### src/rtl/cpu_pkg.sv
// Shared CPU constants and types used by the return-address stack.
package cpu_pkg;

    localparam int ADDR_W_DEF       = 8;
    localparam int RSTACK_DEPTH_DEF = 4;

    typedef logic [ADDR_W_DEF-1:0] addr_t;

endpackage : cpu_pkg

### src/rtl/return_stack_mem.sv
// Return-stack register file: DEPTH entries cleared on reset,
// one synchronous write port and one combinational read port.
module return_stack_mem
    import cpu_pkg::*;
#(
    parameter int ADDR_W = ADDR_W_DEF,
    parameter int DEPTH  = RSTACK_DEPTH_DEF,
    localparam int PTR_W = $clog2(DEPTH)
) (
    input  logic              clk,
    input  logic              rst,
    input  logic              we_i,
    input  logic [PTR_W-1:0]  waddr_i,
    input  logic [ADDR_W-1:0] wdata_i,
    input  logic [PTR_W-1:0]  raddr_i,
    output logic [ADDR_W-1:0] rdata_o
);

    logic [ADDR_W-1:0] entry_q [DEPTH];

    // Entries stay registers rather than block RAM: the read is same-cycle.
    generate
        for (genvar gi = 0; gi < DEPTH; gi++) begin : g_entry
            always_ff @(posedge clk or posedge rst) begin
                if (rst) begin
                    entry_q[gi] <= '0;
                end else if (we_i && (waddr_i == PTR_W'(gi))) begin
                    entry_q[gi] <= wdata_i;
                end
            end
        end
    endgenerate

    assign rdata_o = entry_q[raddr_i];

endmodule : return_stack_mem

### src/rtl/return_stack.sv
// Return-address stack: pointer, occupancy and flag logic around the entry file.
// Define RETURN_STACK_GUARD_EN to ignore overflow/underflow and raise sticky ovf/unf.
module return_stack
    import cpu_pkg::*;
#(
    parameter int ADDR_W = ADDR_W_DEF,
    parameter int DEPTH  = RSTACK_DEPTH_DEF,
    localparam int PTR_W = $clog2(DEPTH),
    localparam int CNT_W = $clog2(DEPTH + 1)
) (
    input  logic              clk,
    input  logic              rst,
    input  logic              push,
    input  logic              pop,
    input  logic [ADDR_W-1:0] ret_in,
    output logic [ADDR_W-1:0] top,
    output logic              empty,
    output logic              full,
    output logic [CNT_W-1:0]  count,
    output logic              ovf,
    output logic              unf
);

    localparam logic [CNT_W-1:0] DEPTH_C = CNT_W'(DEPTH);
    localparam logic [PTR_W-1:0] ONE_P   = PTR_W'(1);
    localparam logic [CNT_W-1:0] ONE_C   = CNT_W'(1);

    logic [PTR_W-1:0]  sp_q, sp_d;
    logic [CNT_W-1:0]  count_q, count_d;
    logic              we;
    logic [PTR_W-1:0]  waddr;
    logic [PTR_W-1:0]  top_ptr;
    logic [ADDR_W-1:0] rdata;

    assign empty   = (count_q == '0);
    assign full    = (count_q == DEPTH_C);
    assign count   = count_q;
    assign top_ptr = sp_q - ONE_P;
    assign top     = empty ? '0 : rdata;

`ifdef RETURN_STACK_GUARD_EN
    logic ovf_q, ovf_d;
    logic unf_q, unf_d;

    always_comb begin
        sp_d    = sp_q;
        count_d = count_q;
        we      = 1'b0;
        waddr   = sp_q;
        ovf_d   = ovf_q;
        unf_d   = unf_q;
        if (push && pop && !empty) begin
            we    = 1'b1;
            waddr = top_ptr;
        end else if (push) begin
            if (full) begin
                ovf_d = 1'b1;
            end else begin
                we      = 1'b1;
                sp_d    = sp_q + ONE_P;
                count_d = count_q + ONE_C;
            end
        end else if (pop) begin
            if (empty) begin
                unf_d = 1'b1;
            end else begin
                sp_d    = top_ptr;
                count_d = count_q - ONE_C;
            end
        end
    end

    always_ff @(posedge clk or posedge rst) begin
        if (rst) begin
            ovf_q <= 1'b0;
            unf_q <= 1'b0;
        end else begin
            ovf_q <= ovf_d;
            unf_q <= unf_d;
        end
    end

    assign ovf = ovf_q;
    assign unf = unf_q;
`else
    // Circular behaviour: pointer always moves, count saturates at both ends.
    always_comb begin
        sp_d    = sp_q;
        count_d = count_q;
        we      = 1'b0;
        waddr   = sp_q;
        if (push && pop && !empty) begin
            we    = 1'b1;
            waddr = top_ptr;
        end else if (push) begin
            we   = 1'b1;
            sp_d = sp_q + ONE_P;
            if (!full) count_d = count_q + ONE_C;
        end else if (pop) begin
            sp_d = top_ptr;
            if (!empty) count_d = count_q - ONE_C;
        end
    end

    assign ovf = 1'b0;
    assign unf = 1'b0;
`endif

    always_ff @(posedge clk or posedge rst) begin
        if (rst) begin
            sp_q    <= '0;
            count_q <= '0;
        end else begin
            sp_q    <= sp_d;
            count_q <= count_d;
        end
    end

    return_stack_mem #(
        .ADDR_W (ADDR_W),
        .DEPTH  (DEPTH)
    ) u_mem (
        .clk     (clk),
        .rst     (rst),
        .we_i    (we),
        .waddr_i (waddr),
        .wdata_i (ret_in),
        .raddr_i (top_ptr),
        .rdata_o (rdata)
    );

endmodule : return_stack

### config.mk
export PLATFORM = sky130hd
export DESIGN_NAME = return_stack
export DESIGN_NICKNAME = d
export VERILOG_FILES = /design/src/rtl/cpu_pkg.sv /design/src/rtl/return_stack_mem.sv /design/src/rtl/return_stack.sv
export SDC_FILE = /design/constraint.sdc
export NUM_CORES = 1
export LEC_CHECK = 0
export BUFFER_PORTS_ARGS = -buffer_cell sky130_fd_sc_hd__buf_4
export CORE_MARGIN = 2
export CORE_UTILIZATION = 38
export CTS_CLUSTER_SIZE = 25
export DETAILED_ROUTE_END_ITERATION = 7
export PLACE_DENSITY = 0.53
export SETUP_SLACK_MARGIN = 0.3
export SLEW_MARGIN = 40
export SYNTH_ARGS = -nofsm -noshare
export SYNTH_HDL_FRONTEND = slang
export SYNTH_SLANG_ARGS = --single-unit
### constraint.sdc
create_clock -name clk -period 1.9 [get_ports clk]
set_input_delay 0 -clock clk [delete_from_list [all_inputs] [get_ports clk]]
set_output_delay 0 -clock clk [all_outputs]
set_load 0.03 [all_outputs]
==> qor.csv <==
stage;metric;value;unit
status;run status;complete, no violations;
yosys;Adder-Cell Fraction of Synth Area;1.073;%
place;dpl hpwl;2.690;mm
power;switching pwr;2.060;mW
yosys;Seq/Total Area, Yosys;49.63;%
yosys;Synth area leader;dfrtp_1;
yosys;FF+latch count, synth;37;
yosys;Synth warnings;0;
routing;Final ANT Viol Nets;0;
worst_hold_path;Hold Path End;count[0];
power;Max IR drop VDD;0.8986;mV
clock_tree;TritonCTS clock tree;done;
yosys;cells after synthesis;136;
routing;# DRC;0;
clock_tree;Clock Tree Buf Depth;2;
timing;Setup TNS Final;0;ps
power;Switching Share;36.80;%
routing;top layer in use;met4;
timing;Final min period;1722;ps
clock_tree;clock sink count;37;
timing;Final Skew;4.774;ps
timing;Hold Violations, Final;0;
routing;met2 WL;2.147;mm
power;combinational share of power;63.4;%
place;# port buffers;24;
clock_tree;Root Driver;clkbuf_8;
timing;final period utilization;90.66;%
routing;Post-Route WL;4.349;mm
yosys;post-synthesis simple-gate area fraction;9.256;%
global_routing;first-pass GRT wire length;6.837;mm
critical_path;CP endpoint kind;register;
routing;via density per instance;5.019;
floorplan;die area;5486;µm²
routing;M1 WL;1.979;mm
place;Post-Place Cells;230;
timing;fmax;0.5806;GHz
cells_and_area;Finished Layout Cells;264;
worst_hold_path;path category of the worst min-delay check;in -> reg;
yosys;main combinational cell family by area after synthesis;multiplexers;
critical_path;Req. time, crit path;2060;ps
critical_path;Worst Reg-to-Reg Cells;6;
critical_path;slowest stage delay, CP;460;ps
floorplan;Placeable Area;4723;µm²
timing;Slew Viols, Final;0;
cells_and_area;nets;210;
yosys;post-synth top area share;49.63;%
run;max cap viols;0;
critical_path;Crit-path slowest cell;dfrtp_2;
critical_path;critical path cell sequence;buf_4, buf_4, xnor2_4, nor3_4, buf_6, mux2_4;
timing;Setup WS post-layout;177.5;ps
yosys;Avg Synthesized Cell Area;13.72;µm²
floorplan;initial core utilization;39.50;%
floorplan;Die Ht;74.07;µm
worst_hold_path;hold_sp;pop;
floorplan;IO Count;27;
cells_and_area;final design utilization;57.80;%
power;Flop pwr share;27.0;%
yosys;Yosys cell types;34;
global_routing;GRT Total Usage;16.97;%
critical_path;CP Launch Type;register;
critical_path;Crit path arrival time;1890;ps
global_routing;pin count of the biggest net entering global routing;38;
place;dpl ws;112.2;ps
clock_tree;CTS H-tree depth;2;
timing;hold_ws;148.5;ps
critical_path;CP top delay family;buffers and inverters;
worst_hold_path;worst hold stages;4;
routing;wire length per cell;16.47;µm
critical_path;Critical R2R Capture;u_mem.entry_q[24];
critical_path;Critical R2R Launch;sp_q[0];
critical_path;crit-path max FO;6;
global_routing;initial antenna violation count;0;
critical_path;R2R Setup Slk;180;ps
routing;metal3 WL;138;µm
yosys;synth top area cells;dfrtp_1, mux2_2, mux4_2;
power;Clk pwr share;9.6;%
timing;final setup fails;0;
yosys;synthesized area;1866;µm²
yosys;multiplexer share of the synthesized area;29.51;%
power;Lkg Pwr;1.223;nW
clock_tree;CTS Buf Count;5;
global_routing;grt ovf;0;
place;Final Wtd Congestion;0.8303;
clock_tree;Reg clk slew, reported paths;70;ps
routing;Vias;1325;
cells_and_area;synthesis-to-finish area growth;46.34;%
timing;RSZ-0062 raised after global routing;yes;
cells_and_area;share of cells above drive strength 1;62.94;%
power;Pwr Density;2050;nW/µm²
clock_tree;clk_lat worst skew;280;ps
yosys;Synth Area in XOR/XNOR;2.347;%
routing;number of DRC markers in iteration 0;29;
routing;First-pass DRT Iterations;4;
critical_path;CP most frequent cell;buf_4;
critical_path;class of the most critical setup path;reg -> reg;
floorplan;std cell rows;25;
yosys;Compound-Gate Fraction of Synth Area;5.366;%
power;internal power;3.537;mW
critical_path;CP Buf/Inv Count;3;
global_routing;vias in the first global route;1346;
floorplan;die width;74.07;µm
cells_and_area;antenna cells;0;
## per-stage QoR
step	area (µm²)	power, mW
after floorplan	1892	3.261
after global placement	2190	3.999
after detailed placement	2190	4.068
after CTS	2555	5.098
after global routing	2730	5.914
final	2730	5.597
## layout make-up
cell class | instances | area [µm²]
Fill cell | 398 | 1993
Multi-Input combinational cell | 90 | 1082
Sequential cell | 37 | 932.1
Timing Repair Buffer | 61 | 538.0
Clock buffer | 7 | 86.33
Tap cell | 67 | 83.83
Inverter | 2 | 7.507
## how the worst max path moves through the flow
stage,startpoint,to,cells after the start
4_1_cts,sp_q[0],top[2],4
2_1_floorplan,count[2],u_mem.entry_q[24],4
6_report,sp_q[0],u_mem.entry_q[24],6
3_3_place_gp,count[1],u_mem.entry_q[30],5
5_1_grt,sp_q[0],u_mem.entry_q[26],6
3_5_place_dp,count[1],u_mem.entry_q[31],5
## synthesized netlist by cell type
master / n
nor3_4: 1
o31ai_4: 1
dfrtp_1: 37
nand2b_1: 2
nand2_1: 3
o31ai_1: 1
nor3b_1: 2
buf_4: 2
mux4_2: 8
o21ai_2: 1
and2_2: 1
a32oi_1: 1
mux2i_1: 1
nor2_2: 1
and3_2: 1
nor2_1: 3
o22a_1: 1
a311oi_1: 1
mux2_2: 32
o21ai_0: 4
inv_1: 2
clkbuf_1: 1
fa_1: 1
conb_1: 1
nand3b_1: 1
nor3_1: 2
nand3_1: 1
a31oi_1: 1
xor2_1: 1
nor2b_1: 10
a21oi_1: 2
buf_1: 2
xnor2_1: 4
buf_2: 3
## worst register-to-register path, cell delays in order (launching register included)
cell and delay [ps]:
dfrtp_2 460, buf_4 160, buf_4 160, xnor2_4 160, nor3_4 190, buf_6 180
mux2_4 300
## routing by layer
| metal | vias up | GRT usage, % |
|---|---|---|
| li1 | 608 | - |
| met1 | 679 | 22.48 |
| met2 | 30 | 27.08 |
| met3 | 8 | 4.065 |
| met4 | 0 | 6.667 |
| met5 | - | 0 |
## what timing repair did
item | in CTS | in global routing
setup endpoints to repair | 42 | 42
hold buffers | 9 | 0
setup buffers | 10 | 7
gates cloned | 0 | 1
hold endpoints to repair | 69 | 0
pin swaps | 2 | 5
gates resized for setup | 27 | 32
## sequential cells by signal (all words and copies together) (netlist names)
name           cells
sp_q               2
count              3
u_mem.entry_q     32
## cells by family after synthesis
| kind of cell | Yosys count |
|---|---|
| muxes | 41 |
| other | 1 |
| AOI/OAI and AO/OA | 13 |
| buffers and inverters | 10 |
| adders and majority gates | 1 |
| DFF | 37 |
| and+or+nand+nor | 28 |
| xor gates and xnor gates | 5 |
## cells in the final DEF, fill, tap and decap left out, drive strengths merged, types with 2 or more instances in the layout
| master | synthesis | final |
|---|---|---|
| a21oi | 2 | 2 |
| buf | 7 | 52 |
| clkbuf | 1 | 7 |
| conb | 1 | 2 |
| dfrtp | 37 | 37 |
| dlygate4sd3 | 0 | 9 |
| inv | 2 | 2 |
| mux2 | 32 | 32 |
| mux4 | 8 | 8 |
| nand2 | 3 | 3 |
| nand2b | 2 | 2 |
| nor2 | 4 | 4 |
| nor2b | 10 | 10 |
| nor3 | 3 | 3 |
| nor3b | 2 | 2 |
| o21ai | 5 | 5 |
| o31ai | 2 | 2 |
| xnor2 | 4 | 4 |
## power groups by stage
stage | clock network [mW] | logic, mW | registers, mW
3_3_place_gp | 0 | 2.44 | 1.56
3_5_place_dp | 0 | 2.49 | 1.58
5_1_grt | 0.597 | 3.76 | 1.56
6_report | 0.536 | 3.55 | 1.51
2_1_floorplan | 0 | 1.78 | 1.48
4_1_cts | 0.560 | 3.03 | 1.50
No activity file was read; power rests on OpenSTA's default activity.
